### src/rtl/branch_predictor_bht.sv
// rtl/branch_predictor_bht.sv - 2-bit saturating-counter branch history table with mispredict statistics
//
// Purpose:
//   Predicts taken/not-taken for the instruction in IF from a direct-mapped
//   table of 2-bit saturating counters. The table is trained by the resolved
//   outcome of the branch in ID. Mispredictions are flagged combinationally
//   so pipeline control can flush and redirect in the same cycle. Saturating
//   counters track resolved branches and mispredictions.
//
// Ports:
//   Clk              in   rising-edge clock
//   Reset            in   asynchronous active-high reset
//   IfPC             in   PC of the instruction in IF
//   Prediction       out  predicted taken for IfPC (combinational table read)
//   IdPC             in   PC of the branch in ID
//   ResolveValid     in   ID holds a conditional branch to resolve
//   ResolveTaken     in   comparator outcome for that branch
//   ResolvePredicted in   prediction carried with the branch through IF/ID
//   Stall            in   ID held this cycle; blocks training and mispredict
//   ClearTable       in   synchronous re-initialisation of all entries
//   Mispredict       out  qualified resolution whose outcome differs from prediction
//   BranchCount      out  saturating count of qualified resolutions
//   MispredictCount  out  saturating count of mispredictions

module branch_predictor_bht #(
    parameter int PC_WIDTH   = 32,
    parameter int INDEX_BITS = 4,
    parameter int CNT_WIDTH  = 16
) (
    input  logic                 Clk,
    input  logic                 Reset,
    input  logic [PC_WIDTH-1:0]  IfPC,
    output logic                 Prediction,
    input  logic [PC_WIDTH-1:0]  IdPC,
    input  logic                 ResolveValid,
    input  logic                 ResolveTaken,
    input  logic                 ResolvePredicted,
    input  logic                 Stall,
    input  logic                 ClearTable,
    output logic                 Mispredict,
    output logic [CNT_WIDTH-1:0] BranchCount,
    output logic [CNT_WIDTH-1:0] MispredictCount
);

    localparam int NUM_ENTRIES = 1 << INDEX_BITS;

    // Weak not-taken: one taken outcome flips the prediction.
    localparam logic [1:0] ENTRY_INIT = 2'b01;

    logic [1:0]            bht [NUM_ENTRIES];
    logic [INDEX_BITS-1:0] if_index;
    logic [INDEX_BITS-1:0] id_index;
    logic                  resolve_fire;
    logic [1:0]            cur_entry;
    logic [1:0]            next_entry;

    // Word-aligned PCs: bits [1:0] and everything above the index are ignored,
    // so PCs differing only there alias onto the same entry.
    assign if_index = IfPC[INDEX_BITS+1:2];
    assign id_index = IdPC[INDEX_BITS+1:2];

    logic unused_pc_bits;
    assign unused_pc_bits = ^{IfPC[PC_WIDTH-1:INDEX_BITS+2], IfPC[1:0],
                              IdPC[PC_WIDTH-1:INDEX_BITS+2], IdPC[1:0]};

    // Read-before-write: a same-cycle update to this index is seen next cycle.
    assign Prediction = bht[if_index][1];

    assign resolve_fire = ResolveValid & ~Stall;
    assign Mispredict   = resolve_fire & (ResolveTaken ^ ResolvePredicted);

    assign cur_entry = bht[id_index];

    always_comb begin
        next_entry = cur_entry;
        if (ResolveTaken) begin
            if (cur_entry != 2'b11) begin
                next_entry = cur_entry + 2'b01;
            end
        end else begin
            if (cur_entry != 2'b00) begin
                next_entry = cur_entry - 2'b01;
            end
        end
    end

    always_ff @(posedge Clk or posedge Reset) begin
        if (Reset) begin
            for (int i = 0; i < NUM_ENTRIES; i++) begin
                bht[i] <= ENTRY_INIT;
            end
        end else if (ClearTable) begin
            // Clear wins over a concurrent training update.
            for (int i = 0; i < NUM_ENTRIES; i++) begin
                bht[i] <= ENTRY_INIT;
            end
        end else if (resolve_fire) begin
            bht[id_index] <= next_entry;
        end
    end

    // Statistics still count a resolution that coincides with ClearTable.
    always_ff @(posedge Clk or posedge Reset) begin
        if (Reset) begin
            BranchCount     <= '0;
            MispredictCount <= '0;
        end else if (resolve_fire) begin
            if (BranchCount != {CNT_WIDTH{1'b1}}) begin
                BranchCount <= BranchCount + 1'b1;
            end
            if (Mispredict && (MispredictCount != {CNT_WIDTH{1'b1}})) begin
                MispredictCount <= MispredictCount + 1'b1;
            end
        end
    end

endmodule

### config.mk
export PLATFORM = sky130hd
export DESIGN_NAME = branch_predictor_bht
export DESIGN_NICKNAME = d
export VERILOG_FILES = /design/src/rtl/branch_predictor_bht.sv
export SDC_FILE = /design/constraint.sdc
export NUM_CORES = 1
export LEC_CHECK = 0
export BUFFER_PORTS_ARGS = -buffer_cell sky130_fd_sc_hd__buf_2
export CAP_MARGIN = 25
export CORE_UTILIZATION = 48
export CTS_BUF_LIST = sky130_fd_sc_hd__clkbuf_4
export CTS_CLUSTER_SIZE = 14
export DETAILED_ROUTE_END_ITERATION = 6
export PLACE_DENSITY_LB_ADDON = 0.1
export SLEW_MARGIN = 20
export SYNTH_ARGS = -nofsm -noshare
export SYNTH_HDL_FRONTEND = slang
export SYNTH_SLANG_ARGS = --single-unit
### constraint.sdc
create_clock -name Clk -period 1.9 [get_ports Clk]
set_input_delay 0.38 -clock Clk [delete_from_list [all_inputs] [get_ports Clk]]
set_output_delay 0.38 -clock Clk [all_outputs]
set_load 0.005 [all_outputs]
-- Word level (Yosys, flattened, before mapping)
Cells that the tools add are included.
- flip-flop bits (word level): 64
- input port bits: 71
- output and inout bits: 34
- equal/unequal tests: 3
- $add $sub $neg: 4
- mux-type cells: 14
- reductions and logical operators: 6
- $lt $le $gt $ge: 3
- bitwise operators: 6
- operators with widths (operator ; number):
    $mux W32 ; 2
    $add A16 B1 Y16 const B ; 2
    $bwmux W32 ; 1
    $ne A16 B16 Y1 const B ; 2
    $bmux W2 S4 ; 2
    $mux W2 ; 8
    $ge A5 B5 Y1 const B ; 2
    $not A4 Y5 ; 2
    $demux W2 S4 ; 1
    $lt A5 B1 Y1 const B ; 1
    $reduce_and A2 Y1 ; 2
    $reduce_bool A2 Y1 ; 2
    $add A2 B1 Y2 const B ; 1
    $and A1 B1 Y1 ; 2
    $logic_and A1 B1 Y1 ; 2
    $ne A2 B2 Y1 const B ; 1
    $sub A2 B1 Y2 const B ; 1
    $not A1 Y1 ; 1
    $xor A1 B1 Y1 ; 1

-- Longest topological paths before layout
Gate-level depths: netlist of the first run.
- depth after elaboration: 10
- gate-level depth with buffers: 7

-- Worst setup path after synthesis of the first run
Ideal clock, no wire load.
- kind: input -> register
- start: input port IdPC[2]
- end: register bht[17] in the netlist's numbering
- stages on the path: 7
- path slack: -145 ps
- required time: 1768 ps
- arrival time: 1913 ps
- library setup time: 132 ps
- path buffers: 2
- cells stage by stage: buf_6 buf_6 mux4_2 mux2_2 maj3_2 mux2i_1 nor2_1
- cells in the longest elaborated chain, start to end: 10
- elaborated cells on any way between the ends: 19
- RTL lines (element ; RTL line ; text):
    from (decl) ; 34 ; input logic [PC_WIDTH-1:0] IdPC,
    $not A4 Y5 (implied by the code) (*) ; 72, 98 ;
    $bmux W2 S4 ; 72 ; assign cur_entry = bht[id_index];
    $mux W2 (implied by the code) (2 in a row) ; 72 ;
    $sub A2 B1 Y2, or another cell as far along ; 82 ; next_entry = cur_entry - 2'b01;
    $mux W2 (on tied branches) ; 81, 77 ;
    $mux W2 ; 76 ; if (ResolveTaken) begin
    $bwmux W32 (*) ; 98 ; bht[id_index] <= next_entry;
    $mux W32 (*) ; 97 ; end else if (resolve_fire) begin
    $mux W32 (*) ; 92 ; end else if (ClearTable) begin
    to (signal, indexed assignment) ; 98 ;
    to (decl) ; 50 ; logic [1:0] bht [NUM_ENTRIES];
Mark *: on every way between the ends. The rest lies on a longest branch, timed or not. The select of a mux whose other input is x is not followed.
A chain may end at the register's enable or synchronous reset.

-- Worst setup path in the final report of the first run
- start: register bht[9] in the netlist's numbering
- end: output port Prediction
- cells in the longest elaborated chain, start to end: 3
- RTL lines (element ; RTL line ; text):
    $bmux W2 S4 ; 67 ; assign Prediction = bht[if_index][1];
    $mux W2 (implied by the code) (2 in a row) ; 67 ;
    to (decl) ; 33 ; output logic Prediction,
No other way between the ends. The select of a mux whose other input is x is not followed.

==> results.yml, run 1 <==
outcome:
  run_status: "finished with violations"
  failed_checks: "DRC, setup timing"
critical_path:
  critPathArrivalTime_ns: 1.89
  worstSetupPathType: "reg2out"
  start_kind: "register"
  worst-endpoint-required_ns: 1.52
  critical_path.slowest_cell: "sky130_fd_sc_hd__mux4_2"
  slowest_stage_delay_on_critical_path_ns: 0.49
  critical_path.cell_chain: "mux4_2, mux4_2, buf_2"
  timing.critical_path.fanout_max: 2
  ff2ff_path_depth: 5
  critical_path.endpoint_type: "output pin"
  cpMostUsedCell: "sky130_fd_sc_hd__mux4_2"
clock_network:
  clk_pin_slew_worst_paths_ns: 0.10
  cts.htree.levels: 3
  clock_tree.root_cell: "sky130_fd_sc_hd__clkbuf_4"
  max-clock-path-buffers: 2
  cts_tree: "yes"
  cts_buffers: 9
  clkLatencyLatePin_ns: 0.39
  total_number_of_clock_tree_sinks: 64
routing:
  wl_um: 6965
  viasPerCell: 5.572
  met2_wirelength_um: 3113
  drt-wirelength-per-cell_um: 15.21
  routedLengthMet1_um: 3336
  drcViolationCount: 2
  routed-via-count: 2552
  postRouteAntennaNets: 0
  number_of_search_and_repair_iterations_in_the_first_detailed_routing_pass: 7
  wl_met3_um: 427
  drtIter0Drc: 186
  route.top_layer_used: "met4"
placement:
  postPlaceCellArea_um2: 3789
  place_inst: 435
  routabilityCongestion: 0.7635
  dp.final_hpwl_um: 4827
  io_buffers: 48
layout:
  final_cell_count_no_fill: 458
  finish.utilization_pct: 61.59
  layout.cells.most_common: "sky130_fd_sc_hd__dfrtp_1"
  multi_input_area_um2: 1643
  seq_area_um2: 1622
  antennaDiodeCount: 0
  layout-drive-gt1-share_pct: 38.85
  fill_cells: 555
  final_nets: 449
  most-common-layout-cells: "sky130_fd_sc_hd__dfrtp_1, sky130_fd_sc_hd__buf_2, sky130_fd_sc_hd__nor2_1, sky130_fd_sc_hd__buf_4, sky130_fd_sc_hd__xnor2_1"
  flow.area_growth_from_synthesis_pct: 21.74
  fin_area_um2: 4000
logic_synthesis:
  post_synthesis_sequential_area_ratio_pct: 49.35
  postSynthNetCount: 368
  syn_area_per_cell_um2: 11.14
  postSynthCellCount: 295
  ys_seq_elements: 64
  synthesis.yosys.warnings: 0
  number_of_distinct_library_cells_after_synthesis: 41
  mappedNetlistArea_um2: 3286
power:
  power.share.clock_pct: 26.4
  p_per_area_nw_per_um2: 734.2
  internal-power_mw: 2.084
  sw_frac_of_total_pct: 29.05
  netSwitchingPower_mw: 0.8534
  combPwrFrac_pct: 18.7
  share_seq_of_total_power_pct: 54.9
  power_leakage_nw: 1.825
  max-vdd-ir-drop_uv: 680.6
floorplan:
  floorplan.die.width_um: 84.74
  fp.dieArea_um2: 7180
  floorplan.io_pins: 105
  num_rows: 29
  area_of_the_core_um2: 6495
  dieHeight_um: 84.74
  floorplan.initialDensity_pct: 50.59
timing:
  worst_slew_margin_rel_pct: 77.82
  worst_pin_slew_ns: 0.3326
  hold_viol_final: 0
  report.final.setup_viol: 1
  clock.fmax_ghz: 0.4397
  final.min_clock_period_ns: 2.274
  setup_slack_ns: -0.3745
  rsz_0062_raised_after_global_routing: "true"
  final_clock_skew_ns: 0.007302
  finalMaxSlewViolations: 0
  tcrit_tclk_final_pct: 119.7
  fin_worst_hold_slack_ns: 0.05487
global_route:
  grt.total_usage_pct: 21.03
  global_route.overflow_total: 0
  number_of_antenna_violations_at_the_first_check_in_global_routing: 0
  vias_in_the_first_global_route: 2413
  grt_pass1_wl_um: 11600
  grt_max_degree: 65
run:
  timing.max_cap.violations: 0
worst_hold_path:
  hold_path_class: "in2async"
-- synthesized netlist by cell type --
library cell	count	area share (%)
sky130_fd_sc_hd__nand3_1	15	2.3
sky130_fd_sc_hd__o2111a_1	1	0.34
sky130_fd_sc_hd__nor4b_1	2	0.53
sky130_fd_sc_hd__nor4_1	1	0.19
sky130_fd_sc_hd__o31a_1	1	0.27
sky130_fd_sc_hd__inv_1	7	0.80
sky130_fd_sc_hd__nor3_1	15	2.3
sky130_fd_sc_hd__nor2_1	31	3.5
sky130_fd_sc_hd__or2_2	4	0.76
sky130_fd_sc_hd__maj3_2	2	0.69
sky130_fd_sc_hd__xor2_1	9	2.4
sky130_fd_sc_hd__dfrtp_1	48	37
sky130_fd_sc_hd__o21bai_1	1	0.23
sky130_fd_sc_hd__clkbuf_1	7	0.80
sky130_fd_sc_hd__a2111oi_2	1	0.46
sky130_fd_sc_hd__and4_1	2	0.53
sky130_fd_sc_hd__mux2_2	6	2.1
sky130_fd_sc_hd__xnor2_1	20	5.3
sky130_fd_sc_hd__buf_1	1	0.11
sky130_fd_sc_hd__and3_1	4	0.76
sky130_fd_sc_hd__o21ai_2	1	0.27
sky130_fd_sc_hd__o21ai_0	1	0.15
sky130_fd_sc_hd__mux2i_1	9	2.7
sky130_fd_sc_hd__a311oi_1	7	1.9
sky130_fd_sc_hd__a21oi_1	19	2.9
sky130_fd_sc_hd__a31oi_1	2	0.38
sky130_fd_sc_hd__nor3_2	1	0.30
sky130_fd_sc_hd__nand2_1	15	1.7
sky130_fd_sc_hd__dfstp_2	16	13
sky130_fd_sc_hd__nand3b_1	2	0.46
sky130_fd_sc_hd__o21ai_1	8	1.2
sky130_fd_sc_hd__nand2b_1	5	0.95
sky130_fd_sc_hd__mux4_2	13	8.9
sky130_fd_sc_hd__buf_6	2	0.69
sky130_fd_sc_hd__and2_1	2	0.38
sky130_fd_sc_hd__nand2b_4	1	0.42
sky130_fd_sc_hd__nand4_1	7	1.3
sky130_fd_sc_hd__or3_1	1	0.19
sky130_fd_sc_hd__o21a_1	2	0.46
sky130_fd_sc_hd__ha_1	2	0.76
sky130_fd_sc_hd__nor2b_1	1	0.19
-- power by group through the flow --
stage                     clock (mW)  sequential [mW]  combinational (mW)
after global routing           0.877             1.63               0.607
final                          0.775             1.61               0.550
after global placement             0             1.63               0.539
after detailed placement           0             1.63               0.546
after CTS                      0.800             1.61               0.548
after floorplan                    0             1.64               0.296
-- cells by family after synthesis --
group | synth area share [%]
AND/OR/NAND/NOR | 16.83
flip-flops | 49.35
AO/OA/AOI/OAI | 8.530
XOR/XNOR | 7.731
multiplexers | 13.71
buffers and inverters | 2.399
adder cells (fa/ha/maj) | 1.447
-- final timing paths --
kind,startpoint,endpoint,slack (ns)
max in group asynchronous,Reset,bht[14],1.53
worst min-delay path,Reset,MispredictCount[0],0.05
worst max-delay path,bht[9],Prediction,-0.37
worst max register to register,bht[1],bht[17],0
min in group Clk,IdPC[4],bht[6],0.35
worst min register to register,MispredictCount[7],MispredictCount[7],0.49
-- area by class of cell --
class,count,share of cell area [%]
Timing Repair Buffer,80,12.48
Multi-Input combinational cell,214,41.07
Clock inverter,3,0.3128
Tap cell,77,2.409
Inverter,7,0.7507
Sequential cell,64,40.54
Clock buffer,13,2.440
-- registers in the layout (all words and copies together), names as in the netlist --
signal and count:
MispredictCount 16, bht 32, BranchCount 16
-- metrics by stage --
stage | worst slack [ns] | total power, mW | TNS (ns)
floorplan | -0.1296 | 1.934 | -1.010
global placement | -0.4044 | 2.173 | -10.84
detailed placement | -0.4629 | 2.177 | -11.66
CTS | -0.3809 | 2.959 | -0.3809
global route | -0.4633 | 3.116 | -0.8748
finish | -0.3745 | 2.937 | -0.3745
-- critical path: cells and delay by family (launching register included) --
kind	cells	cell delay [ns]
muxes	2	0.95
DFF	1	0.41
buffers and inverters	1	0.14
-- layer usage --
metal  track usage, %  vias to the layer above
li1                 -                     1236
met3            5.113                        6
met1            30.29                     1226
met5                0                        -
met2            31.26                       84
met4            7.396                        0
-- timing repair --
item / 4_1_cts / 5_1_grt
gates resized for setup: 1 / 12
hold buffers: 0 / 0
gates cloned: 0 / 0
endpoints found under the setup margin: 8 / 28
pin swaps: 0 / 4
setup buffers: 3 / 5
No activity file was read; power rests on OpenSTA's default activity.
==> inputs of run 2 (changes only) <==
--- a/config.mk
+++ b/config.mk
@@ -12,6 +12,7 @@
 export CTS_CLUSTER_SIZE = 14
 export DETAILED_ROUTE_END_ITERATION = 6
 export PLACE_DENSITY_LB_ADDON = 0.1
+export SETUP_SLACK_MARGIN = 0.5
 export SLEW_MARGIN = 20
 export SYNTH_ARGS = -nofsm -noshare
 export SYNTH_HDL_FRONTEND = slang
==> run 2 against run 1 <==
Net effect:
- the run ends with setup timing left
- global-route usage up 4.4 points
- final area increased by 32%
- first-iteration DRC count unchanged
- clock skew is 0.0021 ns higher
- register-to-register slack worse by 0.13 ns
- clock-buffer cell count fell by 3
- setup slack got worse by 0.059 ns
- clock power up 16%
- critical path type unchanged
- via count increased by 16%
- sequential cell count unchanged
- total power rose by 29%
==> results.yml, run 2 (same netlist as run 1, synthesis figures left out) <==
critical_path:
  start_kind: "register"
  timing.critical_path.buf_inv: 1
  timing.critical_path.max_delay_family: "multiplexers"
  cpMostUsedCell: "sky130_fd_sc_hd__mux4_2"
  critical_path.startpoint: "bht[1]"
  worstSetupPathType: "reg2out"
  critical_path.slowest_cell: "sky130_fd_sc_hd__mux4_2"
  slowest_stage_delay_on_critical_path_ns: 0.50
  critical_path.endpoint_type: "output pin"
  timing.critical_path.fanout_max: 2
  critical_path.cell_chain: "mux4_2, mux4_2, buf_2"
  r2r-start: "bht[1]"
  critPathArrivalTime_ns: 1.95
  worst-endpoint-required_ns: 1.52
global_route:
  global_route.overflow_total: 0
  grt_pass1_wl_um: 14040
  vias_in_the_first_global_route: 2896
  grt.total_usage_pct: 25.43
  number_of_antenna_violations_at_the_first_check_in_global_routing: 0
  grt_max_degree: 36
layout:
  reg_top3: "bht (32), BranchCount (16), MispredictCount (16)"
  registers.top_by_ff_count: "bht"
  flow.area_growth_from_synthesis_pct: 60.21
  final_nets: 511
  layout.cells.most_common: "sky130_fd_sc_hd__buf_4"
  fin_area_um2: 5264
  largest_register_ff_count: 32
  layout-drive-gt1-share_pct: 62.75
  antennaDiodeCount: 0
  most-common-layout-cells: "sky130_fd_sc_hd__buf_4, sky130_fd_sc_hd__buf_6, sky130_fd_sc_hd__dfrtp_1"
timing:
  clock.fmax_ghz: 0.4285
  final_clock_skew_ns: 0.009451
  hold_viol_final: 0
  worst_slew_margin_rel_pct: 69.61
  finalMaxSlewViolations: 0
  worst_pin_slew_ns: 0.4524
  rsz_0062_raised_after_global_routing: "true"
  setup_slack_ns: -0.4339
  final.min_clock_period_ns: 2.334
  report.final.setup_viol: 9
  tcrit_tclk_final_pct: 122.8
placement:
  pre_cts_ws_ns: -0.4144
  dp.final_hpwl_um: 5293
  io_buffers: 48
  postPlaceCellArea_um2: 3857
  routabilityCongestion: 0.7640
floorplan:
  floorplan.die.width_um: 84.74
  area_of_the_core_um2: 6495
  floorplan.io_pins: 105
  floorplan.initialDensity_pct: 50.59
  dieHeight_um: 84.74
  fp.dieArea_um2: 7180
  num_rows: 29
run:
  timing.max_cap.violations: 0
clock_network:
  cts.htree.levels: 3
  clk_pin_slew_worst_paths_ns: 0.11
  max-clock-path-buffers: 2
  cts_buffers: 9
  cts_tree: "yes"
  clock_tree.root_cell: "sky130_fd_sc_hd__clkbuf_4"
  clkLatencyLatePin_ns: 0.42
  total_number_of_clock_tree_sinks: 64
routing:
  drcViolationCount: 0
  wl_um: 9826
  routed-via-count: 2970
  postRouteAntennaNets: 0
  number_of_search_and_repair_iterations_in_the_first_detailed_routing_pass: 4
  drtIter0Drc: 186
  viasPerCell: 5.712
  drt-wirelength-per-cell_um: 18.90
power:
  max-vdd-ir-drop_uv: 442.1
  power_leakage_nw: 2.413
  p_per_area_nw_per_um2: 721.2
worst_hold_path:
  min_from: "ResolveTaken"
  hold_path_class: "in2reg"
outcome:
  run_status: "finished with violations"
  failed_checks: "setup timing"
## run 2: final cells by class
class | count | area [um^2]
Multi-Input combinational cell | 214 | 2136
Sequential cell | 64 | 1630
Timing Repair Buffer | 142 | 1246
Fill cell | 373 | 1231
Tap cell | 77 | 96.34
Clock buffer | 10 | 75.07
Clock inverter | 6 | 50.05
Inverter | 7 | 30.03
## run 2: where the power goes
group	internal (mW)	total, mW	switching [mW]	leakage (nW)
sequential	1.50	1.67	0.177	0.804
combinational	0.700	1.23	0.526	1.54
clock	0.397	0.896	0.499	0.0703
total	2.59	3.80	1.20	2.41
## run 2: worst paths after layout
kind | depth (start not counted) | slack (ns) | end
max in group asynchronous | 4 | 0.81 | bht[2]
setup / recovery | 3 | -0.43 | Prediction
hold reg to reg | 1 | 0.53 | MispredictCount[15]
min in group asynchronous | 3 | 0.50 | MispredictCount[1]
hold / removal | 3 | 0.35 | bht[31]
setup reg to reg | 6 | -0.13 | bht[21]
## run 2: timing repair
action                                 CTS  global route
setup endpoints to repair               74            96
gates resized for setup                104            46
hold buffers                             1             0
endpoints found under the hold margin   16             0
setup buffers                           38            31
pin swaps                               26            26
## run 2: worst reg2reg max path: cells and delay by family, from the launching register on
family,cells,cell delay (ns)
adder cells (fa/ha/maj),1,0.39
buffers and inverters,1,0.14
AND/OR/NAND/NOR,1,0.06
flip-flops,1,0.40
multiplexers,3,0.91
## run 2: layer usage
metal  wire (um)  vias to the layer above  track usage, %
li1            -                     1363               -
met1        4031                     1523           32.34
met2        5265                       61           43.68
met3         282                       23           4.326
met4         247                        0           9.707
met5           0                        -               0
## run 2: stage by stage
stage	setup TNS, ns	util, %	std cells	hold slack, ns	total power [mW]
2_1_floorplan	-1.010	-	295	0.4780	1.974
3_3_place_gp	-11.44	59.39	434	0.4087	2.205
3_5_place_dp	-12.02	59.39	434	0.4086	2.221
4_1_cts	-1.274	73.40	489	0.3379	3.497
5_1_grt	-1.979	81.04	520	0.3409	3.957
6_report	-1.326	81.04	520	0.3485	3.796
